<file path="src/rtl/led_ctrl_pkg.sv">
// Shared constants, FSM state type and snapshot byte selector for the LED grid serializer.
package led_ctrl_pkg;

   localparam int GRID_BITS    = 256;
   localparam int BYTES_PER_CH = 16;
   localparam int CH_BITS      = 128;

   typedef enum logic [1:0] {
      IDLE = 2'd0,
      RUN  = 2'd1,
      DONE = 2'd2
   } state_t;

   // Byte k of channel ch: bit offset is ch*128 + k*8, built by concatenation.
   function automatic logic [7:0] chan_byte(input logic [GRID_BITS-1:0] img,
                                            input logic                 ch,
                                            input logic [3:0]           k);
      return img[{ch, k, 3'b000} +: 8];
   endfunction

endpackage

</file>
<file path="src/rtl/sync_edge.sv">
// Multi-flop synchronizer for an asynchronous strobe followed by a registered rising-edge pulse.
module sync_edge #(
   parameter int SYNC_STAGES = 2
) (
   input  logic clock,
   input  logic reset_n,
   input  logic din,
   output logic rise
);

   logic [SYNC_STAGES-1:0] sync_q;
   logic                   last_q;

   // The pulse is registered, so a strobe edge reaches the channel logic SYNC_STAGES+1 clocks later.
   always_ff @(posedge clock or negedge reset_n) begin
      if (!reset_n) begin
         sync_q <= '0;
         last_q <= 1'b0;
         rise   <= 1'b0;
      end else begin
         sync_q <= (sync_q << 1) | SYNC_STAGES'(din);
         last_q <= sync_q[SYNC_STAGES-1];
         rise   <= sync_q[SYNC_STAGES-1] & ~last_q;
      end
   end

endmodule

</file>
<file path="src/rtl/led_controller_final.sv">
// Snapshots a 256-bit LED image and streams 16 bytes on each of two strobe-paced channels.
//
// state | meaning
// IDLE  | outputs 0, waiting for a registered rising edge of ledstart
// RUN   | channels advance on their synchronized strobes until both are done
// DONE  | single cycle, finished = 1, then back to IDLE
module led_controller_final #(
   parameter int BYTES_PER_CH = 16,
   parameter int SYNC_STAGES  = 2
) (
   input  logic         clock,
   input  logic         reset_n,
   input  logic         arduinoClock,
   input  logic         arduinoClock2,
   input  logic         ledstart,
   input  logic [255:0] values,
   output logic [7:0]   ledOut,
   output logic [7:0]   ledOut2,
   output logic         arduinoStart,
   output logic         arduinoStart2,
   output logic         finished
);

   import led_ctrl_pkg::*;

   localparam logic [4:0] LAST_IDX = 5'(BYTES_PER_CH);

   state_t                 state_q, state_d;
   logic                   start_q, start_pulse_q;
   logic [GRID_BITS-1:0]   snap_q;
   logic [4:0]             idx0_q, idx1_q;
   logic [4:0]             idx0_next, idx1_next;
   logic                   rise0, rise1;
   logic                   adv0, adv1;
   logic                   launch;

   sync_edge #(.SYNC_STAGES(SYNC_STAGES)) u_sync0 (
      .clock   (clock),
      .reset_n (reset_n),
      .din     (arduinoClock),
      .rise    (rise0)
   );

   sync_edge #(.SYNC_STAGES(SYNC_STAGES)) u_sync1 (
      .clock   (clock),
      .reset_n (reset_n),
      .din     (arduinoClock2),
      .rise    (rise1)
   );

   always_ff @(posedge clock or negedge reset_n) begin
      if (!reset_n) begin
         state_q <= IDLE;
      end else begin
         state_q <= state_d;
      end
   end

   always_comb begin
      state_d   = state_q;
      launch    = 1'b0;
      adv0      = 1'b0;
      adv1      = 1'b0;
      idx0_next = idx0_q + 5'd1;
      idx1_next = idx1_q + 5'd1;
      case (state_q)
         IDLE: begin
            if (start_pulse_q) begin
               state_d = RUN;
               launch  = 1'b1;
            end
         end
         RUN: begin
            adv0 = rise0 & arduinoStart;
            adv1 = rise1 & arduinoStart2;
            if (!arduinoStart && !arduinoStart2) begin
               state_d = DONE;
            end
         end
         DONE: begin
            state_d = IDLE;
         end
         default: begin
            state_d = IDLE;
         end
      endcase
   end

   // Start is edge-detected on registered copies, which puts the launch one clock after sampling.
   always_ff @(posedge clock or negedge reset_n) begin
      if (!reset_n) begin
         start_q       <= 1'b0;
         start_pulse_q <= 1'b0;
         finished      <= 1'b0;
      end else begin
         start_q       <= ledstart;
         start_pulse_q <= ledstart & ~start_q;
         finished      <= (state_d == DONE);
      end
   end

   always_ff @(posedge clock or negedge reset_n) begin
      if (!reset_n) begin
         snap_q        <= '0;
         idx0_q        <= '0;
         idx1_q        <= '0;
         arduinoStart  <= 1'b0;
         arduinoStart2 <= 1'b0;
         ledOut        <= '0;
         ledOut2       <= '0;
      end else if (launch) begin
         snap_q        <= values;
         idx0_q        <= '0;
         idx1_q        <= '0;
         arduinoStart  <= 1'b1;
         arduinoStart2 <= 1'b1;
         ledOut        <= chan_byte(values, 1'b0, 4'd0);
         ledOut2       <= chan_byte(values, 1'b1, 4'd0);
      end else begin
         if (adv0) begin
            idx0_q <= idx0_next;
            if (idx0_next == LAST_IDX) begin
               arduinoStart <= 1'b0;
               ledOut       <= '0;
            end else begin
               ledOut <= chan_byte(snap_q, 1'b0, idx0_next[3:0]);
            end
         end
         if (adv1) begin
            idx1_q <= idx1_next;
            if (idx1_next == LAST_IDX) begin
               arduinoStart2 <= 1'b0;
               ledOut2       <= '0;
            end else begin
               ledOut2 <= chan_byte(snap_q, 1'b1, idx1_next[3:0]);
            end
         end
      end
   end

endmodule

</file>
<file path="config.mk">
export PLATFORM = sky130hd
export DESIGN_NAME = led_controller_final
export DESIGN_NICKNAME = d
export VERILOG_FILES = /design/src/rtl/led_ctrl_pkg.sv /design/src/rtl/sync_edge.sv /design/src/rtl/led_controller_final.sv
export SDC_FILE = /design/constraint.sdc
export NUM_CORES = 1
export LEC_CHECK = 0
export BUFFER_PORTS_ARGS = -buffer_cell sky130_fd_sc_hd__clkbuf_2
export CORE_AREA = 2 2 177 136
export DETAILED_ROUTE_END_ITERATION = 16
export DIE_AREA = 0 0 179 138
export GPL_ROUTABILITY_DRIVEN = 0
export PLACE_DENSITY = 0.89
export SLEW_MARGIN = 40
export SYNTH_ARGS = -nofsm -noshare
export SYNTH_HDL_FRONTEND = slang
export SYNTH_SLANG_ARGS = --single-unit
</file>
<file path="constraint.sdc">
create_clock -name clock -period 3 [get_ports clock]
set_input_delay 0.15 -clock clock [delete_from_list [all_inputs] [get_ports clock]]
set_output_delay 0.15 -clock clock [all_outputs]
set_load 0.02 [all_outputs]
</file>
==> Word-level counts from Yosys, hierarchy flattened <==
Cells that the tools add are included.
{ "totals": {"regBits": 297, "output_inout_bits": 19} }
{ "classes": {"add_sub_neg": 2, "eq_ne": 4, "shift": 2, "muxes": 23, "bitwise": 10, "reduce_logical": 10} }
{ "op_table": {"columns": ["cell", "count"], "rows": [
  ["variable part select 256 x 8 -> 8 bit", 1],
  ["variable part select 256 x 9 -> 8 bit", 1],
  ["two-way mux 8 bit", 6],
  ["two-way mux 5 bit", 4],
  ["adder 5 x 1 -> 5 bit (second input constant)", 2],
  ["equality test 5 bit (second input constant)", 2],
  ["two-way mux 1 bit", 10],
  ["nonzero test 2 bit", 4],
  ["AND 1 bit", 5],
  ["two-way mux 2 bit", 2],
  ["OR 2 x 1 -> 2 bit", 2],
  ["case mux 2 bit (2 select lines)", 1],
  ["AND reduction 2 bit", 2],
  ["NOT 1 bit", 3],
  ["equality test 2 x 1 -> 1 bit (second input constant)", 1],
  ["equality test 2 bit (second input constant)", 1],
  ["logical NOT 1 bit", 2],
  ["logical NOT 2 bit", 1],
  ["logical AND 1 bit", 1]
]} }

==> Depth between registers and ports, before layout <==
{ "logic_depth": {"depth_word": 5, "mapped_depth": 7, "ltp_nobuf": 5} }

==> Hierarchy <==
A second synthesis with hierarchy kept.
{ "unflattened": {"hier_cells": 1359, "hier_area_um2": 13366.6} }
{ "modules_own_cells": {"columns": ["mod", "n_inst", "cells_each", "area_per_inst_um2", "seq_area_each_um2"], "rows": [
  ["led_controller_final", 1, 1349, 13138.9, 7231.9],
  ["sync_edge", 2, 5, 113.9, 100.1]
]} }

==> Worst setup path before layout <==
No wires, ideal clock.
{ "synth_path": {"kind": "flip-flop to flip-flop", "startpoint": "reg idx0_q[1]", "endpoint": "reg ledOut[6]", "setup_time_ns": 0.141, "t_arrival_ns": 1.778, "path_slack_ns": 1.081, "path_stages_with_launch": 8, "n_path_buf": 2, "period_less_slack_ns": 1.919, "path_cell_list": "dfrtp_1 > ha_1 > clkbuf_2 > clkbuf_1 > mux4_2 > mux2i_1 > mux2_2 > o21ai_1"} }
{ "synth_via": {"elab_chain_len": 5, "elab_cells_between_ends": 6} }
{ "synth_rtl": {"columns": ["element", "line_no", "rtl"], "rows": [
  ["from (decl)", "led_controller_final.sv:31", "logic [4:0] idx0_q, idx1_q;"],
  ["from (signal assigned)", "led_controller_final.sv:121", "idx0_q <= idx0_next;"],
  ["adder 5 x 1 -> 5 bit *", "led_controller_final.sv:64", "idx0_next = idx0_q + 5'd1;"],
  ["variable part select 256 x 8 -> 8 bit / equality test 5 bit (equally long branches)", "led_ctrl_pkg.sv:18, led_controller_final.sv:122", null],
  ["two-way mux 8 bit *", "led_controller_final.sv:122", "if (idx0_next == LAST_IDX) begin"],
  ["two-way mux 8 bit *", "led_controller_final.sv:120", "if (adv0) begin"],
  ["two-way mux 8 bit *", "led_controller_final.sv:111", "end else if (launch) begin"],
  ["to (signal assigned)", "led_controller_final.sv:117", "ledOut <= chan_byte(values, 1'b0, 4'd0);"],
  ["to (signal assigned)", "led_controller_final.sv:126", "ledOut <= chan_byte(snap_q, 1'b0, idx0_next[3:0]);"],
  ["to (decl)", "led_controller_final.sv:17", "output logic [7:0] ledOut,"]
]} }
Every way passes the cells marked *; elsewhere a longest branch is shown, timed or not. The select of a mux whose other input is x is not followed.
A chain may end at the register's enable or synchronous reset.

==> Worst setup path after layout <==
{ "layout_path": {"startpoint": "reg idx1_q[0]", "endpoint": "reg ledOut2[4]"} }
{ "layout_via": {"elab_chain_len": 5, "elab_cells_between_ends": 6} }
{ "layout_rtl": {"columns": ["element", "line_no", "rtl"], "rows": [
  ["from (decl)", "led_controller_final.sv:31", null],
  ["from (signal assigned)", "led_controller_final.sv:130", "idx1_q <= idx1_next;"],
  ["adder 5 x 1 -> 5 bit *", "led_controller_final.sv:65", "idx1_next = idx1_q + 5'd1;"],
  ["variable part select 256 x 9 -> 8 bit / equality test 5 bit (equally long branches)", "led_ctrl_pkg.sv:18, led_controller_final.sv:131", null],
  ["two-way mux 8 bit *", "led_controller_final.sv:131", "if (idx1_next == LAST_IDX) begin"],
  ["two-way mux 8 bit *", "led_controller_final.sv:129", "if (adv1) begin"],
  ["two-way mux 8 bit *", "led_controller_final.sv:111", null],
  ["to (signal assigned)", "led_controller_final.sv:118", "ledOut2 <= chan_byte(values, 1'b1, 4'd0);"],
  ["to (signal assigned)", "led_controller_final.sv:135", "ledOut2 <= chan_byte(snap_q, 1'b1, idx1_next[3:0]);"],
  ["to (decl)", "led_controller_final.sv:18", "output logic [7:0] ledOut2,"]
]} }
Marked as above.

==> results.json <==
{
  "synth.area.top_cells": "dfrtp_1, nand2_1, mux4_2, mux2i_1, mux2_2",
  "first_pass_iters": 6,
  "grt_pass1_wl_um": 77400,
  "rows": 49,
  "p_int_mw": 11.5,
  "post-dp-hpwl_um": 25400,
  "portBuffers": 279,
  "fin_crit_ns": 2.42,
  "ant_nets": 0,
  "cp.required_ns": 3.43,
  "p_sw_mw": 7.28,
  "hold_viol_final": 0,
  "cts_setup_buffers": 0,
  "placed_cell_area_mm2": 0.0150,
  "synth.most_common_cell": "nand2_1",
  "finalCritPeriodShare_pct": 80.7,
  "fin_skew_ns": 0.0207,
  "htreeDepth": 1,
  "synth_top_cells_by_count": "nand2_1, dfrtp_1, mux4_2",
  "netlist_instances": 1363,
  "syn_area_mm2": 0.0134,
  "drt_iter0_markers": 1548,
  "yosysWarnings": 0,
  "p_leak_nw": 9.45,
  "ios": 280,
  "ys.flop_type": "dfrtp_1",
  "place_inst": 1888,
  "drt-vias-per-instance": 5.93,
  "synth_edf_count": 0,
  "routed_wl_um": 49600,
  "end_kind": "register",
  "die-area_mm2": 0.0247,
  "reg2reg_from": "idx1_q[0]",
  "start_kind": "register",
  "ir_drop_mv": 0.654,
  "pwr-share-comb_pct": 40.7,
  "status": "finished, final reports clean",
  "power_density_mw_per_mm2": 1010,
  "synth_nets": 1628,
  "synth_top_cell_by_area": "dfrtp_1",
  "worst_pin_slew_ns": 0.832,
  "arrival_ns": 2.85,
  "slew_viol_final": 0,
  "routedWlPerCell_um": 22.5,
  "grt_pass1_vias": 14000,
  "fin_util_pct": 80.0,
  "syn_area_per_cell_um2": 9.82,
  "cts_buffers": 29,
  "slew_headroom_pct": 44.2,
  "setup_viol": 0,
  "initial_core_util_pct": 57.6,
  "final_cell_area_mm2": 0.0186,
  "gr-usage-all-layers_pct": 41.9,
  "design.core.area_mm2": 0.0232,
  "async_flop_share_pct": 100,
  "drive_gt1_share_pct": 23.2,
  "vias": 13100,
  "synth_cell_type_count": 37,
  "area_growth_pct": 39.0,
  "grt_setup_unrepaired": "false",
  "cp_max_fo": 12,
  "synth_top_cell_area_share_pct": 55.5,
  "ys_ff_latch": 297,
  "nFillCells": 1190,
  "cts.path.max_buffers": 3,
  "cts_tree": "built",
  "crit_start": "idx1_q[0]",
  "cts-root-buf": "clkbuf_16",
  "clkSlewWorstSetupHoldPaths_ns": 0.07,
  "grt_start_max_net_pins": 128,
  "clk_latency_ns": 0.56,
  "hold_path.class": "input port to async pin",
  "antenna_found_initial": 5,
  "drcViolationCount": 0,
  "die_x_um": 179,
  "finalSetupTns_ns": 0,
  "dieHeight_um": 138,
  "maxCapViolCount": 0,
  "fmax_mhz": 413,
  "switching_share_pct": 38.7,
  "cts.sinks": 297,
  "grt_overflow": 0,
  "nets": 2138,
  "p_seq_share_pct": 39.5,
  "p_clk_share_pct": 19.8,
  "ctsResizeCount": 0,
  "ys_seq_area_share_pct": 55.5,
  "critical_path_class": "register to register",
  "final_cells": 2209
}
-- cells by family (layout without fill, tap and decap cells) --
family,count (synthesis),count (layout),synth area share [%]
other,0,8,0
multiplexers,112,112,14.5
XOR/XNOR,11,11,1.06
buffers and inverters,85,617,3.22
adder cells (fa/ha/maj),4,4,0.374
AO/OA/AOI/OAI,47,47,2.27
AND/OR/NAND/NOR,807,807,23.0
flip-flops,297,297,55.5
-- routing by layer --
metal,global-route usage (%),vias up,routed length [µm]
met2,65.6,1085,23400
met5,0,-,0
met4,29.3,0,4500
li1,-,5421,-
met1,50.1,6210,16600
met3,11.9,384,5140
-- timing repair --
item / in CTS / in global routing
endpoints found under the setup margin: 0 / 0
hold buffers: 260 / 0
endpoints found under the hold margin: 354 / 0
-- worst max-delay path, cell delays in order (launching register included) --
cell     delay, ns
dfrtp_2       0.38
buf_4         0.27
ha_1          0.38
xor2_4        0.35
buf_4         0.31
mux2i_1       0.32
mux2_2        0.22
o21ai_1       0.07
-- registers in the layout, indices dropped and copies added, names as in the netlist --
signal and count:
idx0_q 5, u_sync1.last_q 1, u_sync0.sync_q 2, finished 1, start_pulse_q 1, state_q 2
start_q 1, u_sync0.last_q 1, u_sync0.rise 1, u_sync1.sync_q 2, idx1_q 5, ledOut 8
snap_q 256, u_sync1.rise 1, arduinoStart2 1, arduinoStart 1, ledOut2 8
-- cell usage in the layout (no fill, tap or decap), types with 2 or more instances in the layout --
cell type,n
nand2_1,780
dfrtp_1,295
clkbuf_2,278
dlygate4sd3_1,260
mux4_2,64
mux2i_1,32
clkbuf_16,29
mux2_2,16
a22oi_1,16
buf_4,16
o21ai_1,15
diode_2,8
nand3_1,8
clkbuf_8,8
buf_12,8
nor2_1,7
clkbuf_1,7
o21ai_0,6
clkinv_2,5
nor2b_1,4
xnor2_1,4
xor2_1,4
ha_1,4
and2_1,2
and4b_1,2
a21oi_1,2
xor2_4,2
inv_6,2
dfrtp_2,2
-- layout make-up --
cell class	instances	area [µm²]	share of cell area, %
flip-flops and latches	297	7430	40.0
multi-input cells	981	5530	29.7
repair buffers	563	4290	23.1
clock buffers	44	862	4.64
well taps	306	383	2.06
clock inverters	9	80.1	0.431
diodes	8	20.0	0.108
inverters	1	3.75	0.0202
-- worst paths after layout --
check	to	slack (ns)	cells after the start
worst min-delay path	snap_q[87]	0.20	2
worst max-delay path	ledOut2[4]	0.58	7
min in group clock	u_sync1.sync_q[0]	0.29	2
max in group asynchronous	snap_q[5]	1.88	3
worst max register to register	ledOut2[4]	0.58	7
worst min register to register	u_sync1.sync_q[1]	0.36	0
-- per-stage QoR --
stage               setup WS [ns]  hold WS, ns  power, mW
finish                      0.578        0.195       18.8
global route                0.517        0.245       19.7
CTS                         0.707        0.222       17.9
detailed placement          0.740        0.201       13.9
global placement            0.824        0.192       13.5
floorplan                    1.08       -0.146       11.9
-- power groups by stage --
stage / Combinational [mW] / Clock [mW] / Sequential [mW]
2_1_floorplan: 5.20 / 0 / 6.73
3_3_place_gp: 6.39 / 0 / 7.08
3_5_place_dp: 6.78 / 0 / 7.16
4_1_cts: 7.17 / 3.62 / 7.14
5_1_grt: 8.23 / 3.89 / 7.53
6_report: 7.66 / 3.73 / 7.43
Note: power is estimated with default switching activity, not from simulation.
